[src/rtl/trace_renderer.sv]
// trace_renderer: pixel-generation stage for the 4-channel logic analyzer
// VGA path. Fetches one sample word per column, draws four stacked channel
// traces, a dotted grid and a trigger marker, and delays hsync/vsync so that
// RGB and sync leave the block together, two cycles after their inputs.
module trace_renderer #(
  parameter int H_ACTIVE    = 800,
  parameter int V_ACTIVE    = 600,
  parameter int LANE_TOP    = 20,
  parameter int LANE_H      = 128,
  parameter int LANE_GAP    = 16,
  parameter int LEVEL_INSET = 16,
  parameter int GRID_X      = 50
) (
  input  logic        clk,
  input  logic        rst_n,
  input  logic [10:0] pixel,
  input  logic [9:0]  line,
  input  logic        h_display,
  input  logic        v_display,
  input  logic        h_pulse,
  input  logic        v_pulse,
  input  logic [10:0] trig_col,
  input  logic [3:0]  ch_en,
  output logic [9:0]  sample_addr,
  input  logic [3:0]  sample_data,
  output logic        frame_start,
  output logic [3:0]  red,
  output logic [3:0]  green,
  output logic [3:0]  blue,
  output logic        hsync,
  output logic        vsync
);

  localparam logic [10:0] H_ACTIVE_W = 11'(H_ACTIVE);
  localparam logic [9:0]  V_ACTIVE_W = 10'(V_ACTIVE);
  localparam logic [9:0]  LANE_H_W   = 10'(LANE_H);
  localparam logic [9:0]  ROW_HIGH   = 10'(LEVEL_INSET);
  localparam logic [9:0]  ROW_LOW    = 10'(LANE_H - 1 - LEVEL_INSET);
  localparam logic [5:0]  GRID_LAST  = 6'(GRID_X - 1);

  localparam logic [11:0] RGB_MARKER = 12'hF00;
  localparam logic [11:0] RGB_GRID   = 12'h444;
  localparam logic [11:0] RGB_BLACK  = 12'h000;
  localparam logic [11:0] RGB_CH0    = 12'hFF0;
  localparam logic [11:0] RGB_CH1    = 12'h0FF;
  localparam logic [11:0] RGB_CH2    = 12'hF0F;
  localparam logic [11:0] RGB_CH3    = 12'h0F0;

  // First line of the lane belonging to channel k.
  function automatic logic [9:0] lane_start(input logic [1:0] k);
    return 10'(LANE_TOP + int'(k) * (LANE_H + LANE_GAP));
  endfunction

  // Frame origin detect and RAM address (address is combinational from pixel).
  logic frame_pos;
  assign frame_pos   = (pixel == 11'd0) && (line == 10'd0);
  assign sample_addr = (pixel < H_ACTIVE_W) ? pixel[9:0] : 10'd0;

  // Per-frame latched controls.
  logic [10:0] trig_col_q;
  logic [3:0]  ch_en_q;

  // Grid column counter.
  logic [5:0] grid_cnt_r;
  logic [5:0] grid_cnt_cur;
  logic [5:0] grid_cnt_nxt;
  logic       grid_now;

  // Stage-1 context registers (aligned with the RAM read in flight).
  logic [10:0] pixel_s1;
  logic [9:0]  line_s1;
  logic        disp_s1;
  logic        hp_s1;
  logic        vp_s1;
  logic        grid_s1;

  // Stage-2 state and combinational colour.
  logic [3:0]  prev_r;
  logic [3:0]  trace_hit;
  logic [11:0] rgb_nxt;

  // Latch trigger column and channel enables only at the frame origin to avoid tearing.
  always_ff @(posedge clk) begin
    if (!rst_n) begin
      trig_col_q  <= 11'h7FF;
      ch_en_q     <= 4'b0000;
      frame_start <= 1'b0;
    end else begin
      frame_start <= frame_pos;
      if (frame_pos) begin
        trig_col_q <= trig_col;
        ch_en_q    <= ch_en;
      end else begin
        trig_col_q <= trig_col_q;
        ch_en_q    <= ch_en_q;
      end
    end
  end

  // Grid counter value for the current column and its successor.
  always_comb begin
    grid_cnt_cur = grid_cnt_r;
    grid_cnt_nxt = grid_cnt_r;
    if (pixel == 11'd0) begin
      grid_cnt_cur = 6'd0;
    end else begin
      grid_cnt_cur = grid_cnt_r;
    end
    if (h_display) begin
      grid_cnt_nxt = (grid_cnt_cur == GRID_LAST) ? 6'd0 : grid_cnt_cur + 6'd1;
    end else begin
      grid_cnt_nxt = grid_cnt_cur;
    end
  end

  // Dotted grid: first column of each GRID_X group, on lines with line[1] clear.
  assign grid_now = (grid_cnt_cur == 6'd0) && !line[1];

  // Grid counter register.
  always_ff @(posedge clk) begin
    if (!rst_n) begin
      grid_cnt_r <= 6'd0;
    end else begin
      grid_cnt_r <= grid_cnt_nxt;
    end
  end

  // Stage 1: hold pixel context while sample_data is being read.
  always_ff @(posedge clk) begin
    if (!rst_n) begin
      pixel_s1 <= 11'd0;
      line_s1  <= 10'd0;
      disp_s1  <= 1'b0;
      hp_s1    <= 1'b0;
      vp_s1    <= 1'b0;
      grid_s1  <= 1'b0;
    end else begin
      pixel_s1 <= pixel;
      line_s1  <= line;
      disp_s1  <= h_display && v_display;
      hp_s1    <= h_pulse;
      vp_s1    <= v_pulse;
      grid_s1  <= grid_now;
    end
  end

  // Per-channel lane decode and trace drawing (comparators only, no divider).
  always_comb begin
    trace_hit = 4'b0000;
    for (int k = 0; k < 4; k++) begin
      logic [9:0] start;
      logic [9:0] row;
      logic       s;
      logic       p;
      start = lane_start(2'(k));
      row   = line_s1 - start;
      s     = sample_data[k];
      // Column 0 has no left neighbour on this line, so no edge is drawn there.
      p     = (pixel_s1 == 11'd0) ? s : prev_r[k];
      if (ch_en_q[k] && (line_s1 >= start) && (line_s1 < start + LANE_H_W)
          && (line_s1 < V_ACTIVE_W)) begin
        trace_hit[k] = (s && (row == ROW_HIGH)) ||
                       (!s && (row == ROW_LOW)) ||
                       ((s != p) && (row >= ROW_HIGH) && (row <= ROW_LOW));
      end else begin
        trace_hit[k] = 1'b0;
      end
    end
  end

  // Colour priority: blanking, marker, traces (ch0 first), grid, background.
  always_comb begin
    rgb_nxt = RGB_BLACK;
    if (!disp_s1) begin
      rgb_nxt = RGB_BLACK;
    end else if (pixel_s1 == trig_col_q) begin
      rgb_nxt = RGB_MARKER;
    end else if (trace_hit[0]) begin
      rgb_nxt = RGB_CH0;
    end else if (trace_hit[1]) begin
      rgb_nxt = RGB_CH1;
    end else if (trace_hit[2]) begin
      rgb_nxt = RGB_CH2;
    end else if (trace_hit[3]) begin
      rgb_nxt = RGB_CH3;
    end else if (grid_s1) begin
      rgb_nxt = RGB_GRID;
    end else begin
      rgb_nxt = RGB_BLACK;
    end
  end

  // Stage 2: register colour and delayed syncs; remember this column's samples.
  always_ff @(posedge clk) begin
    if (!rst_n) begin
      red    <= 4'h0;
      green  <= 4'h0;
      blue   <= 4'h0;
      hsync  <= 1'b0;
      vsync  <= 1'b0;
      prev_r <= 4'b0000;
    end else begin
      red   <= rgb_nxt[11:8];
      green <= rgb_nxt[7:4];
      blue  <= rgb_nxt[3:0];
      hsync <= hp_s1;
      vsync <= vp_s1;
      if (disp_s1) begin
        prev_r <= sample_data;
      end else begin
        prev_r <= prev_r;
      end
    end
  end

endmodule

[config.mk]
export PLATFORM = sky130hd
export DESIGN_NAME = trace_renderer
export DESIGN_NICKNAME = d
export VERILOG_FILES = /design/src/rtl/trace_renderer.sv
export SDC_FILE = /design/constraint.sdc
export NUM_CORES = 1
export LEC_CHECK = 0
export ABC_AREA = 0
export BUFFER_PORTS_ARGS = -buffer_cell sky130_fd_sc_hd__buf_2
export CORE_MARGIN = 1
export CORE_UTILIZATION = 25
export CTS_CLUSTER_DIAMETER = 60
export DETAILED_ROUTE_END_ITERATION = 10
export GPL_TIMING_DRIVEN = 0
export SYNTH_ARGS = -nofsm -noshare
export SYNTH_HDL_FRONTEND = slang
export SYNTH_SLANG_ARGS = --single-unit
[constraint.sdc]
create_clock -name clk -period 3.6 [get_ports clk]
set_input_delay 0 -clock clk [delete_from_list [all_inputs] [get_ports clk]]
set_output_delay 0 -clock clk [all_outputs]
set_load 0.005 [all_outputs]
==> out/qor.yml <==
global_route:
  grt_first_pass_wirelength_um: 11900
  grt_pass1_vias: 2493
  grt_usage: 0.133
  grt_start_max_net_pins: 11
  grt_antenna_before_repair: 0
  grt_overflow: 0
  use_met1: 0.167
  use_met2: 0.215
  met3_usage: 0.0362
  busiest_layer: "met2"
routing:
  drt_wl_total_um: 7230
  detail-route-antenna-nets: 0
  num_vias: 2485
  dr.pass1.iters: 4
  avgViaCountPerCell: 4.40
  drc: 0
  wire_per_inst_um: 12.8
  drtIter0Drc: 52
cts:
  clk_latency_ps: 320
  clock-root-buffer: "clkbuf_16"
  tritoncts: "done"
  h-tree-depth: 3
  clock-sinks: 59
  cts_max_path_buffers: 2
  clk_pin_slew_ps: 50
  cts_buffers: 9
  post_cts_resized: 0
logic_synthesis:
  synth_area_leaders: "dfxtp_1 (42%), mux2i_1 (8.1%), and2_1 (7.9%)"
  yosysWarnings: 0
  synth-seq-area-share: 0.417
  async_reset_ff_frac: 0
  ys_types: 53
  synth_ff_type: "dfxtp_1"
  synth_area_um2: 2840
  synth-xor-area-share: 0.0680
  syn_nets: 350
  synth_top_area_cell: "dfxtp_1"
  synthSimpleGateAreaFrac: 0.267
  synth_top_family_by_area: "simple AND/OR/NAND/NOR gates"
  synth_seq_cells: 59
  avgSynthCellArea_um2: 9.42
  synthAdderAreaFrac: 0.0132
  yosysTopAreaCellShare: 0.417
  synth-compound-area-share: 0.102
  synthMuxAreaShare: 0.0852
  synth_edf_count: 0
  synth_cells: 301
setup_path:
  crit_chain: "dlygate4sd3_1, buf_2, or3_1, nand3b_1, nor2_2, buf_4, mux2i_1, nand2_1"
  worstPathArrival_ps: 2460
  endpoint_kind: "register"
  max_stage_delay_ps: 540
  required_ps: 3790
  crit_path_max_fanout: 10
  worstSetupPathType: "input port to register"
  slowest_stage: "dlygate4sd3_1"
  cp-start-kind: "input port"
floorplan:
  die_h_um: 108
  die_area_um2: 11800
  start_util: 0.259
  core.rowCount: 38
  die_w_um: 108
  ios: 71
  core_um2: 10900
power_and_ir_drop:
  powerDensity_nw_per_um2: 431
  power_mw: 1.75
  p_leak_nw: 1.69
  max-vdd-ir-drop_mv: 0.204
status:
  status: "finished clean"
finish:
  antenna_cells: 0
  multi_input_area_um2: 1520
  final_nets: 469
  seq_area_um2: 1180
  synthToLayoutAreaGrowth_pct: 43.2
  fillers: 1114
  drive_above_1_share: 0.245
sta:
  fmax_mhz: 442
  fin_setup_tns_ps: 0
  fin_skew_ps: 4.08
  rsz0062_at_grt: "no"
  worst_pin_slew_ps: 677
  final_hold_viol_count: 0
  maxSlewViolCount: 0
  fin_crit_sh: 0.629
  slew_headroom: 0.547
  min_period_ps: 2260
  setup_viol: 0
run:
  cap_violations: 0
hold_path:
  min_path_type: "input port to register"
placed_design:
  hpwl_um: 5380
  place_congestion: 0.897
  port_buffers: 69
[through the flow]
stage	instance area [um2]	hold slack, ps	util	std cells	setup slack (ps)
global placement	3360	214	0.307	510	1430
global route	4060	48.4	0.371	565	1180
detailed placement	3360	221	0.307	510	1410
CTS	4060	19.4	0.371	565	1320
finish	4060	27.3	0.371	565	1340
floorplan	2840	72.8	-	301	1590
[cell type report]
type / count / area share
multi-input cells: 215 / 0.373
flip-flops and latches: 59 / 0.291
repair buffers: 108 / 0.181
clock buffers: 12 / 0.0656
well taps: 140 / 0.0431
plain buffers: 20 / 0.0274
clock inverters: 4 / 0.0117
inverters: 7 / 0.00647
[cell usage after synthesis (5+ instances only)]
cell type  number
a21oi_1         6
and2_1         36
buf_4           7
clkbuf_1       10
dfxtp_1        59
inv_1           7
mux2i_1        23
nand2_1        23
nand2b_1        5
nand4_1         5
nor2_1         13
nor2b_1        10
nor3_1          7
nor4_1          7
xnor2_1        18
[where the power goes]
group	internal [mW]	leakage, nW	switching [mW]
sequential	0.675	0.484	0.0143
combinational	0.100	1.05	0.0872
clock	0.589	0.155	0.286
total	1.36	1.69	0.387
[final timing paths]
check	slack [ps]	endpoint	startpoint	depth (start not counted)
max	1340	trig_col_q[2]	pixel[7]	8
min	30	prev_r[1]	sample_data[1]	3
max reg2reg	1410	red[2]	line_s1[2]	7
min reg2reg	430	hsync	hp_s1	1
[state kept, by name (all words and copies together) (netlist names)]
name	count
grid_cnt_r	6
line_s1	10
frame_start	1
grid_s1	1
red	2
hsync	1
hp_s1	1
ch_en_q	4
vsync	1
pixel_s1	11
green	2
vp_s1	1
trig_col_q	11
blue	2
prev_r	4
disp_s1	1
[what timing repair did]
item                                    CTS  global route
endpoints found under the setup margin    0             0
endpoints found under the hold margin    40             0
hold buffers                             39             0
setup buffers                             0             0
[layer usage]
layer	wire, um	share of wire	vias to the layer above
met5	0	0	-
met4	102	0.014	0
met3	340	0.047	8
met2	3340	0.46	52
met1	3450	0.48	1142
li1	-	-	1283
[critical path, delay by kind of cell]
kind	cells	cell delay [ps]
buffers and inverters	3	980
and+or+nand+nor	4	1250
muxes	1	210
[kinds of logic after synthesis]
logic type | Yosys count
muxes | 24
buffers and inverters | 27
and+or+nand+nor | 131
xor gates and xnor gates | 22
adders and majority gates | 3
DFF | 59
AOI/OAI and AO/OA | 35
[placed cells by master, fill, tap and decap left out, types with 3 or more instances in the layout]
| master | synthesis | final |
|---|---|---|
| nor3_1 | 7 | 7 |
| nand3_1 | 4 | 4 |
| nand2b_1 | 5 | 5 |
| clkbuf_16 | 0 | 9 |
| nand3b_1 | 3 | 3 |
| xnor2_1 | 18 | 18 |
| nand4_1 | 5 | 5 |
| or3_1 | 4 | 4 |
| and2_1 | 36 | 36 |
| nor4_1 | 7 | 7 |
| inv_1 | 7 | 7 |
| dlygate4sd3_1 | 0 | 39 |
| ha_1 | 3 | 3 |
| xor2_1 | 4 | 4 |
| buf_4 | 7 | 7 |
| o21a_1 | 3 | 3 |
| dfxtp_1 | 59 | 59 |
| clkbuf_1 | 10 | 10 |
| nor2_1 | 13 | 13 |
| nand2_1 | 23 | 23 |
| a31oi_1 | 3 | 3 |
| nor2b_1 | 10 | 10 |
| o311a_1 | 4 | 4 |
| a21oi_1 | 6 | 6 |
| buf_2 | 2 | 71 |
| mux2i_1 | 23 | 23 |
| clkbuf_8 | 0 | 3 |
No activity file was read; power rests on OpenSTA's default activity.
